<file path="src/rtl/mc_control_fsm.sv">
// mc_control_fsm: main control unit of the multi-cycle RV32I core.
// Sequences fetch/decode/execute/memory/writeback, drives the datapath
// selects and write enables, and resolves branches from the ALU Zero flag.
// An optional memory-wait watchdog (WAIT_LIMIT > 0) sets a sticky
// MemTimeout and diverts the FSM to ILLEGAL.
// Build option MC_ILLEGAL_TRAP_EN: ILLEGAL becomes a terminal halt state and
// the Illegal output is added; otherwise ILLEGAL is a one-cycle NOP.
module mc_control_fsm #(
    parameter int WAIT_LIMIT = 0,
    parameter int WAIT_W     = 8
) (
    input  logic       clk,
    input  logic       reset_n,
    input  logic [6:0] op,
    input  logic [2:0] funct3,
    input  logic       funct7b5,
    input  logic       Zero,
    input  logic       MemReady,
    output logic       PCWrite,
    output logic       AdrSrc,
    output logic       MemWrite,
    output logic       IRWrite,
    output logic       RegWrite,
    output logic [1:0] ResultSrc,
    output logic [1:0] ALUSrcA,
    output logic [1:0] ALUSrcB,
    output logic [2:0] ImmSrc,
    output logic [3:0] ALUControl,
`ifdef MC_ILLEGAL_TRAP_EN
    output logic       Illegal,
`endif
    output logic       MemTimeout
);

    // ALU operation codes shared with the ALU decoder
    localparam logic [3:0] ALU_ADD  = 4'b0000;
    localparam logic [3:0] ALU_SUB  = 4'b0001;
    localparam logic [3:0] ALU_AND  = 4'b0010;
    localparam logic [3:0] ALU_OR   = 4'b0011;
    localparam logic [3:0] ALU_XOR  = 4'b0100;
    localparam logic [3:0] ALU_SLT  = 4'b0101;
    localparam logic [3:0] ALU_SLTU = 4'b0110;
    localparam logic [3:0] ALU_SLL  = 4'b0111;
    localparam logic [3:0] ALU_SRL  = 4'b1000;
    localparam logic [3:0] ALU_SRA  = 4'b1001;

    // RV32I major opcodes
    localparam logic [6:0] OP_LOAD   = 7'b0000011;
    localparam logic [6:0] OP_STORE  = 7'b0100011;
    localparam logic [6:0] OP_RTYPE  = 7'b0110011;
    localparam logic [6:0] OP_OPIMM  = 7'b0010011;
    localparam logic [6:0] OP_BRANCH = 7'b1100011;
    localparam logic [6:0] OP_JAL    = 7'b1101111;
    localparam logic [6:0] OP_JALR   = 7'b1100111;
    localparam logic [6:0] OP_LUI    = 7'b0110111;
    localparam logic [6:0] OP_AUIPC  = 7'b0010111;

    localparam logic [WAIT_W-1:0] LIMIT_M1 = WAIT_W'(WAIT_LIMIT - 1);

    typedef enum logic [3:0] {
        S_FETCH,
        S_DECODE,
        S_MEMADR,
        S_MEMREAD,
        S_MEMWB,
        S_MEMWRITE,
        S_EXECR,
        S_EXECI,
        S_ALUWB,
        S_BRANCH,
        S_JAL,
        S_JALRADR,
        S_LUI,
        S_AUIPC,
        S_ILLEGAL
    } state_t;

    state_t            state, next_state;
    logic [WAIT_W-1:0] wait_cnt, cnt_next;
    logic              timeout_q;
    logic              wait_state, timeout;
    logic              pcwrite_c, memwrite_c, irwrite_c, regwrite_c;

    // Shared register/immediate ALU table; funct3 = 000 only subtracts for R-type
    function automatic logic [3:0] alu_decode(input logic [2:0] f3, input logic f7b5,
                                              input logic reg_form);
        logic [3:0] r;
        case (f3)
            3'b000:  r = (reg_form && f7b5) ? ALU_SUB : ALU_ADD;
            3'b001:  r = ALU_SLL;
            3'b010:  r = ALU_SLT;
            3'b011:  r = ALU_SLTU;
            3'b100:  r = ALU_XOR;
            3'b101:  r = f7b5 ? ALU_SRA : ALU_SRL;
            3'b110:  r = ALU_OR;
            default: r = ALU_AND;
        endcase
        return r;
    endfunction

    // State, wait counter and sticky timeout flag
    always_ff @(posedge clk or negedge reset_n) begin
        if (!reset_n) begin
            state     <= S_FETCH;
            wait_cnt  <= '0;
            timeout_q <= 1'b0;
        end else begin
            state    <= next_state;
            wait_cnt <= cnt_next;
            if (timeout) timeout_q <= 1'b1;
        end
    end

    // Immediate format depends only on the opcode
    always_comb begin
        case (op)
            OP_LOAD, OP_OPIMM, OP_JALR: ImmSrc = 3'b000;
            OP_STORE:                   ImmSrc = 3'b001;
            OP_BRANCH:                  ImmSrc = 3'b010;
            OP_LUI, OP_AUIPC:           ImmSrc = 3'b011;
            OP_JAL:                     ImmSrc = 3'b100;
            default:                    ImmSrc = 3'b000;
        endcase
    end

    // Next state, datapath selects and raw enables
    always_comb begin
        next_state = state;
        pcwrite_c  = 1'b0;
        memwrite_c = 1'b0;
        irwrite_c  = 1'b0;
        regwrite_c = 1'b0;
        AdrSrc     = 1'b0;
        ResultSrc  = 2'b00;
        ALUSrcA    = 2'b00;
        ALUSrcB    = 2'b00;
        ALUControl = ALU_ADD;

        wait_state = (state == S_FETCH) || (state == S_MEMREAD) || (state == S_MEMWRITE);
        timeout    = (WAIT_LIMIT > 0) && wait_state && !MemReady && (wait_cnt == LIMIT_M1);

        case (state)
            S_FETCH: begin
                ALUSrcB   = 2'b10;
                ResultSrc = 2'b10;
                irwrite_c = MemReady;
                pcwrite_c = MemReady;
                if (MemReady) next_state = S_DECODE;
            end
            S_DECODE: begin
                ALUSrcA = 2'b01;
                ALUSrcB = 2'b01;
                case (op)
                    OP_LOAD, OP_STORE: next_state = S_MEMADR;
                    OP_RTYPE:          next_state = S_EXECR;
                    OP_OPIMM:          next_state = S_EXECI;
                    OP_BRANCH:         next_state = S_BRANCH;
                    OP_JAL:            next_state = S_JAL;
                    OP_JALR:           next_state = S_JALRADR;
                    OP_LUI:            next_state = S_LUI;
                    OP_AUIPC:          next_state = S_AUIPC;
                    default:           next_state = S_ILLEGAL;
                endcase
            end
            S_MEMADR: begin
                ALUSrcA    = 2'b10;
                ALUSrcB    = 2'b01;
                next_state = (op == OP_LOAD) ? S_MEMREAD : S_MEMWRITE;
            end
            S_MEMREAD: begin
                AdrSrc = 1'b1;
                if (MemReady) next_state = S_MEMWB;
            end
            S_MEMWB: begin
                ResultSrc  = 2'b01;
                regwrite_c = 1'b1;
                next_state = S_FETCH;
            end
            S_MEMWRITE: begin
                AdrSrc     = 1'b1;
                memwrite_c = 1'b1;
                if (MemReady) next_state = S_FETCH;
            end
            S_EXECR: begin
                ALUSrcA    = 2'b10;
                ALUControl = alu_decode(funct3, funct7b5, 1'b1);
                next_state = S_ALUWB;
            end
            S_EXECI: begin
                ALUSrcA    = 2'b10;
                ALUSrcB    = 2'b01;
                ALUControl = alu_decode(funct3, funct7b5, 1'b0);
                next_state = S_ALUWB;
            end
            S_ALUWB: begin
                regwrite_c = 1'b1;
                next_state = S_FETCH;
            end
            S_BRANCH: begin
                ALUSrcA    = 2'b10;
                next_state = S_FETCH;
                case (funct3)
                    3'b000: begin ALUControl = ALU_SUB;  pcwrite_c = Zero;  end
                    3'b001: begin ALUControl = ALU_SUB;  pcwrite_c = !Zero; end
                    3'b100: begin ALUControl = ALU_SLT;  pcwrite_c = !Zero; end
                    3'b101: begin ALUControl = ALU_SLT;  pcwrite_c = Zero;  end
                    3'b110: begin ALUControl = ALU_SLTU; pcwrite_c = !Zero; end
                    3'b111: begin ALUControl = ALU_SLTU; pcwrite_c = Zero;  end
                    default: next_state = S_ILLEGAL;
                endcase
            end
            S_JALRADR: begin
                ALUSrcA    = 2'b10;
                ALUSrcB    = 2'b01;
                next_state = S_JAL;
            end
            S_JAL: begin
                ALUSrcA    = 2'b01;
                ALUSrcB    = 2'b10;
                pcwrite_c  = 1'b1;
                next_state = S_ALUWB;
            end
            S_LUI: begin
                ALUSrcA    = 2'b11;
                ALUSrcB    = 2'b01;
                next_state = S_ALUWB;
            end
            S_AUIPC: begin
                ALUSrcA    = 2'b01;
                ALUSrcB    = 2'b01;
                next_state = S_ALUWB;
            end
            default: begin
`ifdef MC_ILLEGAL_TRAP_EN
                next_state = S_ILLEGAL;
`else
                next_state = S_FETCH;
`endif
            end
        endcase

        // An expired wait suppresses every enable in that same cycle
        if (timeout) begin
            next_state = S_ILLEGAL;
            pcwrite_c  = 1'b0;
            memwrite_c = 1'b0;
            irwrite_c  = 1'b0;
            regwrite_c = 1'b0;
        end

        // Counting only while parked in a wait state also clears it on every entry
        cnt_next = '0;
        if ((WAIT_LIMIT > 0) && wait_state && !MemReady && (next_state == state))
            cnt_next = wait_cnt + 1'b1;
    end

    // Enables are forced off while reset is asserted
    always_comb begin
        PCWrite    = pcwrite_c  & reset_n;
        MemWrite   = memwrite_c & reset_n;
        IRWrite    = irwrite_c  & reset_n;
        RegWrite   = regwrite_c & reset_n;
        MemTimeout = timeout_q  & reset_n;
    end

`ifdef MC_ILLEGAL_TRAP_EN
    assign Illegal = (state == S_ILLEGAL);
`endif

endmodule

</file>
<file path="config.mk">
export PLATFORM = sky130hd
export DESIGN_NAME = mc_control_fsm
export DESIGN_NICKNAME = d
export VERILOG_FILES = /design/src/rtl/mc_control_fsm.sv
export SDC_FILE = /design/constraint.sdc
export NUM_CORES = 1
export LEC_CHECK = 0
export ABC_AREA = 1
export BUFFER_PORTS_ARGS = -buffer_cell sky130_fd_sc_hd__buf_2
export CORE_MARGIN = 2
export CORE_UTILIZATION = 50
export CTS_BUF_LIST = sky130_fd_sc_hd__clkbuf_2
export DETAILED_ROUTE_END_ITERATION = 8
export PLACE_DENSITY = 0.87
export SETUP_SLACK_MARGIN = 0.3
export SYNTH_ARGS = -nofsm -noshare
export SYNTH_HDL_FRONTEND = slang
export SYNTH_SLANG_ARGS = --single-unit
</file>
<file path="constraint.sdc">
create_clock -name clk -period 1.9 [get_ports clk]
set_input_delay 0.19 -clock clk [delete_from_list [all_inputs] [get_ports clk]]
set_output_delay 0.19 -clock clk [all_outputs]
set_load 0.005 [all_outputs]
</file>
# Word-level counts from Yosys, hierarchy flattened
# Cells that the tools add are included.
[op_classes]
n_eq_ne = 32
muxes = 23
n_bitwise = 4
reduce_logical = 19
[op_table]
columns = ["cell", "n"]
rows = [
  ["$pmux W4 S8", 2],
  ["$pmux W4 S7", 2],
  ["$eq A4 B4 Y1 const B", 6],
  ["$eq A7 B6 Y1 const B", 3],
  ["$eq A7 B7 Y1 const B", 3],
  ["$eq A4 B3 Y1 const B", 4],
  ["$mux W4", 4],
  ["$reduce_or A2 Y1", 8],
  ["$eq A7 B5 Y1 const B", 2],
  ["$eq A3 B3 Y1 const B", 4],
  ["$pmux W3 S4", 1],
  ["$pmux W4 S3", 1],
  ["$reduce_or A6 Y1", 2],
  ["$reduce_or A5 Y1", 2],
  ["$pmux W3 S3", 1],
  ["$reduce_or A3 Y1", 3],
  ["$eq A4 B2 Y1 const B", 2],
  ["$pmux W2 S2", 2],
  ["$eq A7 B2 Y1 const B", 1],
  ["$eq A3 B2 Y1 const B", 2],
  ["$mux W1", 6],
  ["$ne A2 B2 Y1 const B", 3],
  ["$pmux W2 S3", 1],
  ["$and A1 B1 Y1", 4],
  ["other kinds (9)", 9],
]
[word_totals]
reg_bits = 4
inputBits = 15
wordCells = 79

# Longest topological paths before layout
# Gate-level depths: netlist (run 1).
[logic_depth]
ltp_word = 5
mapped_depth = 11
ltp_nobuf = 11

# Worst setup path after synthesis (run 1)
# OpenSTA, ideal clock, no wires.
[synth_timing]
kind = "register to output"
from = "reg state[2]"
to = "out PCWrite"
t_arrival_ns = 1.068
required_time_ns = 1.710
slack_ns = 0.642
path_stages_with_launch = 6
n_path_buf = 0
cell_sequence = "dfrtp_1 > nor2_1 > nand2_1 > inv_1 > nand2_1 > a31oi_1"
[synth_via]
elab_chain_len = 3
word_cells_on_any_way = 5
cone_classes = "2 x eq/ne; 1 x mux; 1 x bitwise; 1 x reduce/logical"
[synth_lines]
columns = ["item", "line_no", "rtl"]
rows = [
  ["from (decl)", "78", "state_t state, next_state;"],
  ["from (signal assigned)", "108", "state <= next_state;"],
  ["$eq A4 B4 Y1 or $logic_not A4 Y1 (tied branches)", "142", "case (state)"],
  ["$pmux W1 S3 (*)", "142", ""],
  ["$and A1 B1 Y1 (*)", "259", "PCWrite = pcwrite_c & reset_n;"],
  ["to (decl)", "19", "output logic PCWrite,"],
]
# Mark *: on every way between the ends. The rest lies on a longest branch, timed or not.

# Final worst setup path (run 1)
[layout_timing]
from = "reg state[3]"
to = "out PCWrite"
# The elaborated chain is that of the path after synthesis.

==> summary.txt, run 1 <==
Status
  – Status: finished clean

Placement
  – Final GP Congestion: 0.864
  – Placed instance area: 838 µm²
  – Port Buffer Count: 32
  – Dpl cells: 176
  – Worst slack at placement: 0.408 ns
  – Detail Placement HPWL: 1730 µm

Synthesis
  – Net Count, Synth: 145
  – Syn_area_per_cell: 5.13 µm²
  – Synth cell types: 25
  – Synth area leader: nand2_1
  – Post-Syn Instances: 130
  – Yosys warns: 0
  – Post-synth top area share: 0.214
  – Seq/Total Area, Yosys: 0.150
  – Cell Area, Synth: 667 µm²
  – Yosys reg bits: 4
  – Area contributors post-synth: nand2_1 21%, nor2_1 15%, dfrtp_1 15%

Hold path
  – Hold crit path type: primary input to flip-flop
  – Hold Path Cell Cnt: 2

Setup path
  – Max FO, Critical Path: 5
  – Worst Setup End Kind: primary output
  – Worst Path Arrival: 1.50 ns
  – Crit path required time: 1.71 ns
  – Kind of critical path: flip-flop to primary output
  – FF-to-FF path depth: 10
  – Worst setup SP type: flip-flop

STA
  – Final Hold Vio Count: 0
  – Setup violators final: 0
  – Setup_tns: 0 ns
  – Final max-slew violation count: 0
  – Clock skew: 0.00909 ns
  – Fmax achieved: 0.593 GHz
  – Hold_ws: 0.274 ns
  – Final worst slack: 0.213 ns
  – Tmin final: 1.69 ns
  – RSZ-0062 raised after global routing: true
  – Period utilization: 0.888

Clock tree
  – CTS Sinks: 4
  – Worst-Skew Late Latency: 0.23 ns
  – Clock buffer depth: 2
  – Worst-path clk slew: 0.05 ns
  – CTS tree: yes
  – Level count of the clock H-tree: 1
  – Root Buffer: clkbuf_2
  – CTS Buf Count: 3

Cells and area
  – Area grow syn2layout: 36.0%
  – Fin util: 0.715
  – Number of flip-flops under the largest register name: 4
  – Most flop-heavy register: state
  – Commonest non-fill, non-tap cell in the layout: nand2_1
  – N_diodes: 0
  – Fillers: 131
  – Design Area, Final: 907 µm²
  – Biggest regs: state: 4 flops
  – Finished Layout Cells: 182
  – Most frequent cells in the layout: 37 x nand2_1, 32 x buf_2, 21 x inv_1, 21 x nor2_1, 10 x nand3_1
  – Net count, final: 184
  – Layout cell share with drive strength beyond 1: 0.329

Global route
  – Antenna violations before repair: 0
  – Largest net degree at the start of global routing: 7
  – Vias in the first global route: 869
  – First-pass GRT wire length: 3120 µm
  – Total global routing overflow: 0
  – GR Util All Layers: 0.290

Routing
  – Wire per inst: 11.9 µm
  – Vias/cell: 5.43
  – # DRC: 0
  – Via count: 988
  – Post-route ant nets: 0
  – Routed WL: 2170 µm
  – DRT iter0 DRCs: 32
  – First-pass DRT Iterations: 4

Pwr
  – Pleak: 0.585 nW
  – Switching share of power: 0.535
  – Power share of the clock group: 0.090
  – Switch Pwr: 497 µW
  – Final Power: 929 µW
  – Internal power: 432 µW
  – Comb pwr share: 0.708
  – Reg power frac: 0.202
  – Power per cell area: 1020 nW/µm²
  – Peak VDD IR: 706 µV

Floorplan
  – Initial Utilization: 0.526
  – Die width: 40.5 µm
  – Die Height: 40.5 µm
  – Boundary Pins: 34
  – Core Box Area: 1270 µm²
  – DIE AREA: 1640 µm²
  – Row count: 13

Run
  – Max-cap viol count: 0
synth_stat cells:
cell	instances
a211oi_1	1
a21oi_1	2
a22oi_1	1
a31oi_1	2
buf_4	1
conb_1	1
dfrtp_1	4
inv_1	24
nand2_1	38
nand2_2	1
nand3_1	10
nand3b_1	1
nand4_1	1
nor2_1	27
nor2_2	1
nor3_1	1
nor3_4	1
nor4_1	2
o2111ai_1	1
o21ai_0	5
o21ai_1	1
o21ai_2	1
o221ai_1	1
o311ai_0	1
o32ai_1	1
critical path, cell delays in order, from the launching register on:
cell and delay [ns]:
dfrtp_1 0.44, nor2_2 0.20, nand2_1 0.10, inv_1 0.12
nand2_1 0.09, a31oi_1 0.17, buf_2 0.14
cell type report:
type,count,area [µm²],share of cell area
Multi-Input combinational cell,101,494,0.545
Timing Repair Buffer,35,185,0.204
Sequential cell,4,104,0.114
Inverter,24,90.1,0.0993
Tap cell,15,18.8,0.0207
Clock buffer,3,15.0,0.0166
power groups by stage:
stage	sequential [mW]	combinational, mW	clock [mW]
6_report	0.188	0.658	0.0838
5_1_grt	0.194	0.741	0.0832
4_1_cts	0.177	0.635	0.0816
3_5_place_dp	0.167	0.598	0
3_3_place_gp	0.162	0.587	0
2_1_floorplan	0.159	0.388	0
per-layer routing:
metal,up-vias,share of wire,GRT usage
met5,-,0,0
met4,0,0.030,0.208
met3,9,0.061,0.0111
met2,42,0.52,0.591
met1,445,0.39,0.260
li1,492,-,-
cell families (layout without fill, tap and decap cells):
| kind of cell | count (synthesis) | after routing | synth area share |
|---|---|---|---|
| AOI/OAI and AO/OA | 17 | 17 | 0.167 |
| and+or+nand+nor | 83 | 83 | 0.531 |
| DFF | 4 | 4 | 0.150 |
| other | 1 | 1 | 0.00562 |
| buffers and inverters | 25 | 62 | 0.146 |
final timing paths:
path	from	end	slack, ns
min reg2reg	state[1]	state[2]	0.67
min in group asynchronous	reset_n	state[3]	0.30
max	state[3]	PCWrite	0.21
max reg2reg	state[2]	state[2]	0.48
max in group asynchronous	reset_n	state[1]	1.45
min	MemReady	state[1]	0.27
repair_timing:
item	4_1_cts	5_1_grt
pin swaps	0	2
setup buffers	1	1
hold endpoints to repair	4	0
hold buffers	1	0
gates resized for setup	8	6
endpoints found under the setup margin	7	9
No activity file was read; power rests on OpenSTA's default activity.
==> run 2: changes to the inputs <==
--- a/config.mk
+++ b/config.mk
@@ -7,7 +7,6 @@
 export LEC_CHECK = 0
 export ABC_AREA = 1
 export BUFFER_PORTS_ARGS = -buffer_cell sky130_fd_sc_hd__buf_2
-export CORE_MARGIN = 2
 export CORE_UTILIZATION = 50
 export CTS_BUF_LIST = sky130_fd_sc_hd__clkbuf_2
 export DETAILED_ROUTE_END_ITERATION = 8
==> run 2 against run 1 <==
  * Utilization is 11 points higher
  * Highest routed layer unchanged
  * Total power is 15% higher
  * Wire length grew 11%
  * Die area down 9.6%
  * Via count rose by 3.8%
  * Sequential cell count stayed put
  * Hold slack gained 0.030 ns
  * Sequential share of layout area shrank 0.72 points
  * Critical endpoint is now ALUControl[3]
==> summary.txt, run 2 (same netlist as run 1, synthesis figures left out) <==
Routing
  – # DRC: 0
  – Routed WL: 2410 µm
  – First-pass DRT Iterations: 5
  – DRT iter0 DRCs: 68
  – Post-route ant nets: 0
  – Vias/cell: 5.55
  – Wire per inst: 13.0 µm
  – Via count: 1026

Clock tree
  – Worst-Skew Late Latency: 0.21 ns
  – Level count of the clock H-tree: 1
  – CTS Sinks: 4
  – Root Buffer: clkbuf_2
  – Clock buffer depth: 2
  – Worst-path clk slew: 0.05 ns
  – CTS tree: yes
  – CTS Buf Count: 3

Floorplan
  – Initial Utilization: 0.569
  – DIE AREA: 1480 µm²
  – Die Height: 38.5 µm
  – Row count: 12
  – Die width: 38.5 µm
  – Boundary Pins: 34
  – Core Box Area: 1170 µm²

Pwr
  – Switch Pwr: 571 µW
  – Pleak: 0.621 nW
  – Final Power: 1.06 mW
  – Comb pwr share: 0.732
  – Reg power frac: 0.194
  – Power per cell area: 1100 nW/µm²
  – Peak VDD IR: 941 µV
  – Power share of the clock group: 0.074
  – Internal power: 493 µW
  – Switching share of power: 0.537

Setup path
  – Worst r2r src: state[2]
  – Reg2Reg Setup Slack: 0.39 ns
  – Worst Path Arrival: 1.43 ns
  – Crit path required time: 1.71 ns
  – FF-to-FF path depth: 11
  – Max FO, Critical Path: 4
  – Kind of critical path: flip-flop to primary output
  – Worst Setup End Kind: primary output
  – Crit Reg-Reg Endpoint: state[2]
  – Worst setup SP type: flip-flop

STA
  – Clock skew: 0.0131 ns
  – Setup violators final: 0
  – RSZ-0062 raised after global routing: true
  – Final Hold Vio Count: 0
  – Fmax achieved: 0.615 GHz
  – Period utilization: 0.855
  – Tmin final: 1.62 ns
  – Final max-slew violation count: 0
  – Setup_tns: 0 ns

Cells and area
  – Area grow syn2layout: 45.2%
  – Layout cell share with drive strength beyond 1: 0.386
  – Most frequent cells in the layout: 33 x nand2_1, 32 x buf_2, 19 x nor2_1, 19 x inv_1, 10 x nand3_1
  – Number of flip-flops under the largest register name: 4
  – Area of the multi-input gates: 527 µm²
  – Commonest non-fill, non-tap cell in the layout: nand2_1
  – Net count, final: 188
  – FF/Latch Area: 104 µm²
  – N_diodes: 0
  – Most flop-heavy register: state
  – Fillers: 83
  – Biggest regs: state: 4 flops

Placement
  – Port Buffer Count: 32
  – Detail Placement HPWL: 1520 µm
  – Final GP Congestion: 0.867

Global route
  – GR Util All Layers: 0.302
  – Total global routing overflow: 0
  – First-pass GRT wire length: 3180 µm
  – Vias in the first global route: 792
  – Largest net degree at the start of global routing: 7
  – Antenna violations before repair: 0

Run
  – Max-cap viol count: 0

Hold path
  – Worst Hold End: state[1]
  – Hold Path Cell Cnt: 2
  – Worst hold path startpoint: MemReady
  – Hold crit path type: primary input to flip-flop

Status
  – Status: finished clean
==> run 2: critical path, cell delays in order, from the launching register on <==
cell     delay [ns]
dfrtp_1        0.42
inv_2          0.09
nor2_4         0.19
nand2_4        0.09
nor4_1         0.24
buf_2          0.18
==> run 2: stage by stage <==
| stage | instance area [µm²] | std cells | hold slack (ns) | util | setup WS (ns) |
|---|---|---|---|---|---|
| after CTS | 908 | 182 | 0.281 | 0.776 | 0.251 |
| after global routing | 968 | 185 | 0.305 | 0.827 | 0.199 |
| final | 968 | 185 | 0.303 | 0.827 | 0.275 |
| after global placement | 837 | 175 | 0.00213 | 0.715 | 0.466 |
| after floorplan | 667 | 130 | -0.106 | - | 0.642 |
| after detailed placement | 837 | 175 | 0.00503 | 0.715 | 0.405 |
==> run 2: what timing repair did <==
| action | CTS | global route |
|---|---|---|
| hold buffers | 1 | 0 |
| gates cloned | 0 | 0 |
| pin swaps | 2 | 7 |
| setup endpoints to repair | 9 | 9 |
| gates resized for setup | 9 | 18 |
| endpoints found under the hold margin | 4 | 0 |
| buffers inserted | 3 | 3 |
==> run 2: power by group through the flow <==
stage	Clock, mW	Combinational (mW)	Sequential [mW]
5_1_grt	0.0851	0.842	0.211
2_1_floorplan	0	0.388	0.159
6_report	0.0786	0.779	0.207
3_5_place_dp	0	0.581	0.167
4_1_cts	0.0804	0.638	0.188
3_3_place_gp	0	0.572	0.165
==> run 2: worst max path at each step <==
stage                     to  depth (start not counted)  startpoint
6_report       ALUControl[3]                          5    state[2]
3_3_place_gp         PCWrite                          6    state[2]
4_1_cts        ALUControl[1]                          6    state[2]
5_1_grt              PCWrite                          6    state[1]
2_1_floorplan        PCWrite                          5    state[2]
3_5_place_dp         PCWrite                          6    state[2]
==> run 2: final cells by class <==
| class | instances | area share |
|---|---|---|
| Timing Repair Buffer | 39 | 0.222 |
| Inverter | 24 | 0.0930 |
| Multi-Input combinational cell | 101 | 0.544 |
| Clock buffer | 3 | 0.0155 |
| Sequential cell | 4 | 0.107 |
| Tap cell | 14 | 0.0181 |
==> run 2: layer usage <==
| metal | global-route usage | vias to the layer above | wire length (µm) |
|---|---|---|---|
| met2 | 0.483 | 73 | 1170 |
| met5 | 0 | - | 0 |
| met1 | 0.384 | 445 | 934 |
| met3 | 0.0988 | 6 | 256 |
| li1 | - | 502 | - |
| met4 | 0.0776 | 0 | 53 |
==> run 3: changes to the inputs <==
==> constraint.sdc (replaced) <==
create_clock -name clk -period 2.1 [get_ports clk]
set_input_delay 0.21 -clock clk [delete_from_list [all_inputs] [get_ports clk]]
set_output_delay 0.21 -clock clk [all_outputs]
set_load 0.005 [all_outputs]
==> run 3 against run 2 <==
  * Via count shrank 7.7%
  * Cell area down 8.5%
  * First-iteration DRC count fell by 59%
  * Critical path depth unchanged
  * Non-clock buffer count shrank 5
  * Combinational power is 28% lower
  * Sequential share of layout area is 0.72 points higher
  * Count of clock-buffer cells in the layout unchanged
  * Register-to-register slack improved by 0.32 ns
  * Sequential power decreased by 17%
  * Critical path type unchanged
==> summary.txt, run 3 (same netlist as run 1, synthesis figures left out) <==
Clock tree
  – Worst-path clk slew: 0.05 ns
  – Worst-Skew Late Latency: 0.22 ns
  – CTS tree: yes
  – Root Buffer: clkbuf_2
  – Clock buffer depth: 2
  – CTS Sinks: 4
  – Level count of the clock H-tree: 1
  – CTS Buf Count: 3

Routing
  – # DRC: 0
  – Vias/cell: 5.26
  – Via count: 947
  – Wire per inst: 10.7 µm
  – Routed WL: 1920 µm
  – DRT iter0 DRCs: 28
  – First-pass DRT Iterations: 4
  – Post-route ant nets: 0

Floorplan
  – Row count: 12
  – Die width: 38.5 µm
  – Core Box Area: 1170 µm²
  – DIE AREA: 1480 µm²
  – Boundary Pins: 34
  – Die Height: 38.5 µm
  – Initial Utilization: 0.569

Setup path
  – Worst setup SP type: flip-flop
  – Kind of critical path: flip-flop to primary output
  – Worst Setup End Kind: primary output
  – Worst Path Arrival: 1.54 ns
  – Max FO, Critical Path: 5
  – Crit path required time: 1.89 ns

Cells and area
  – Number of flip-flops under the largest register name: 4
  – N_diodes: 0
  – Commonest non-fill, non-tap cell in the layout: nand2_1
  – Most flop-heavy register: state
  – Layout cell share with drive strength beyond 1: 0.283
  – Area grow syn2layout: 32.8%
  – Net count, final: 183
  – Most frequent cells in the layout: 37 x nand2_1, 32 x buf_2, 24 x nor2_1
  – Biggest regs: state: 4 flops

Placement
  – Detail Placement HPWL: 1520 µm
  – Port Buffer Count: 32
  – Final GP Congestion: 0.867

STA
  – RSZ-0062 raised after global routing: true
  – Period utilization: 0.832
  – Tmin final: 1.75 ns
  – Setup violators final: 0
  – Final max-slew violation count: 0
  – Hold_ws: 0.308 ns
  – Final Hold Vio Count: 0
  – Fmax achieved: 0.573 GHz
  – Clock skew: 0.0132 ns
  – Setup_tns: 0 ns

Global route
  – Vias in the first global route: 744
  – GR Util All Layers: 0.280
  – Antenna violations before repair: 0
  – First-pass GRT wire length: 2950 µm
  – Largest net degree at the start of global routing: 7
  – Total global routing overflow: 0

Pwr
  – Pleak: 0.582 nW
  – Power per cell area: 912 nW/µm²
  – Peak VDD IR: 762 µV

Hold path
  – Hold crit path type: primary input to flip-flop

Run
  – Max-cap viol count: 0

Status
  – Status: finished clean
==> run 3: changes by cell type in the layout (fill, tap and decap cells not counted), sizes merged <==
| cell | delta |
|---|---|
| buf | -5 |
==> run 3: final cells by class <==
cell class	instances	area [µm²]
fillers	104	285
repair buffers	34	178
well taps	14	17.5
multi-input cells	101	484
inverters	24	90.1
clock buffers	3	15.0
flip-flops and latches	4	101
==> run 3: per-layer routing <==
layer  track usage  up-vias  part of all wire
li1              -      494                 -
met1         0.366      406              0.46
met2         0.446       47              0.47
met3        0.0814        0             0.072
met4        0.0690        0                 0
met5             0        -                 0
==> run 3: per-stage QoR <==
step / instance area [µm²] / setup WS, ns / total power [mW] / util / instances
final: 886 / 0.354 / 0.807 / 0.756 / 180
after global routing: 886 / 0.261 / 0.884 / 0.756 / 180
after CTS: 862 / 0.346 / 0.754 / 0.736 / 179
after detailed placement: 837 / 0.585 / 0.677 / 0.715 / 175
after global placement: 837 / 0.646 / 0.667 / 0.715 / 175
after floorplan: 667 / 0.822 / 0.495 / - / 130
==> run 3: critical path, cell delays in order, from the launching register on <==
cell,delay [ns]
dfrtp_1,0.48
nand2_2,0.14
nor3_4,0.31
nand2_1,0.12
o32ai_1,0.12
buf_2,0.16
==> run 3: final timing paths <==
| path | start | endpoint | slack, ns | depth (start not counted) |
|---|---|---|---|---|
| worst max-delay path | state[3] | ALUControl[1] | 0.35 | 5 |
| worst min-delay path | MemReady | state[1] | 0.31 | 2 |
| worst min register to register | state[0] | state[0] | 0.69 | 2 |
| worst max register to register | state[3] | state[2] | 0.71 | 8 |
| min in group asynchronous | reset_n | state[3] | 0.33 | 2 |
| max in group asynchronous | reset_n | state[1] | 1.62 | 2 |
==> run 3: power by group <==
part	internal, mW	leakage [nW]	switching (mW)
clock network	0.0384	0.0125	0.0334
logic	0.224	0.520	0.340
registers	0.112	0.0499	0.0603
total	0.374	0.582	0.434
==> run 3: repair_timing <==
item                       CTS  global route
hold endpoints to repair     4             0
resized for setup            0             8
setup endpoints to repair    0             7
setup buffers                0             1
hold buffers                 1             0
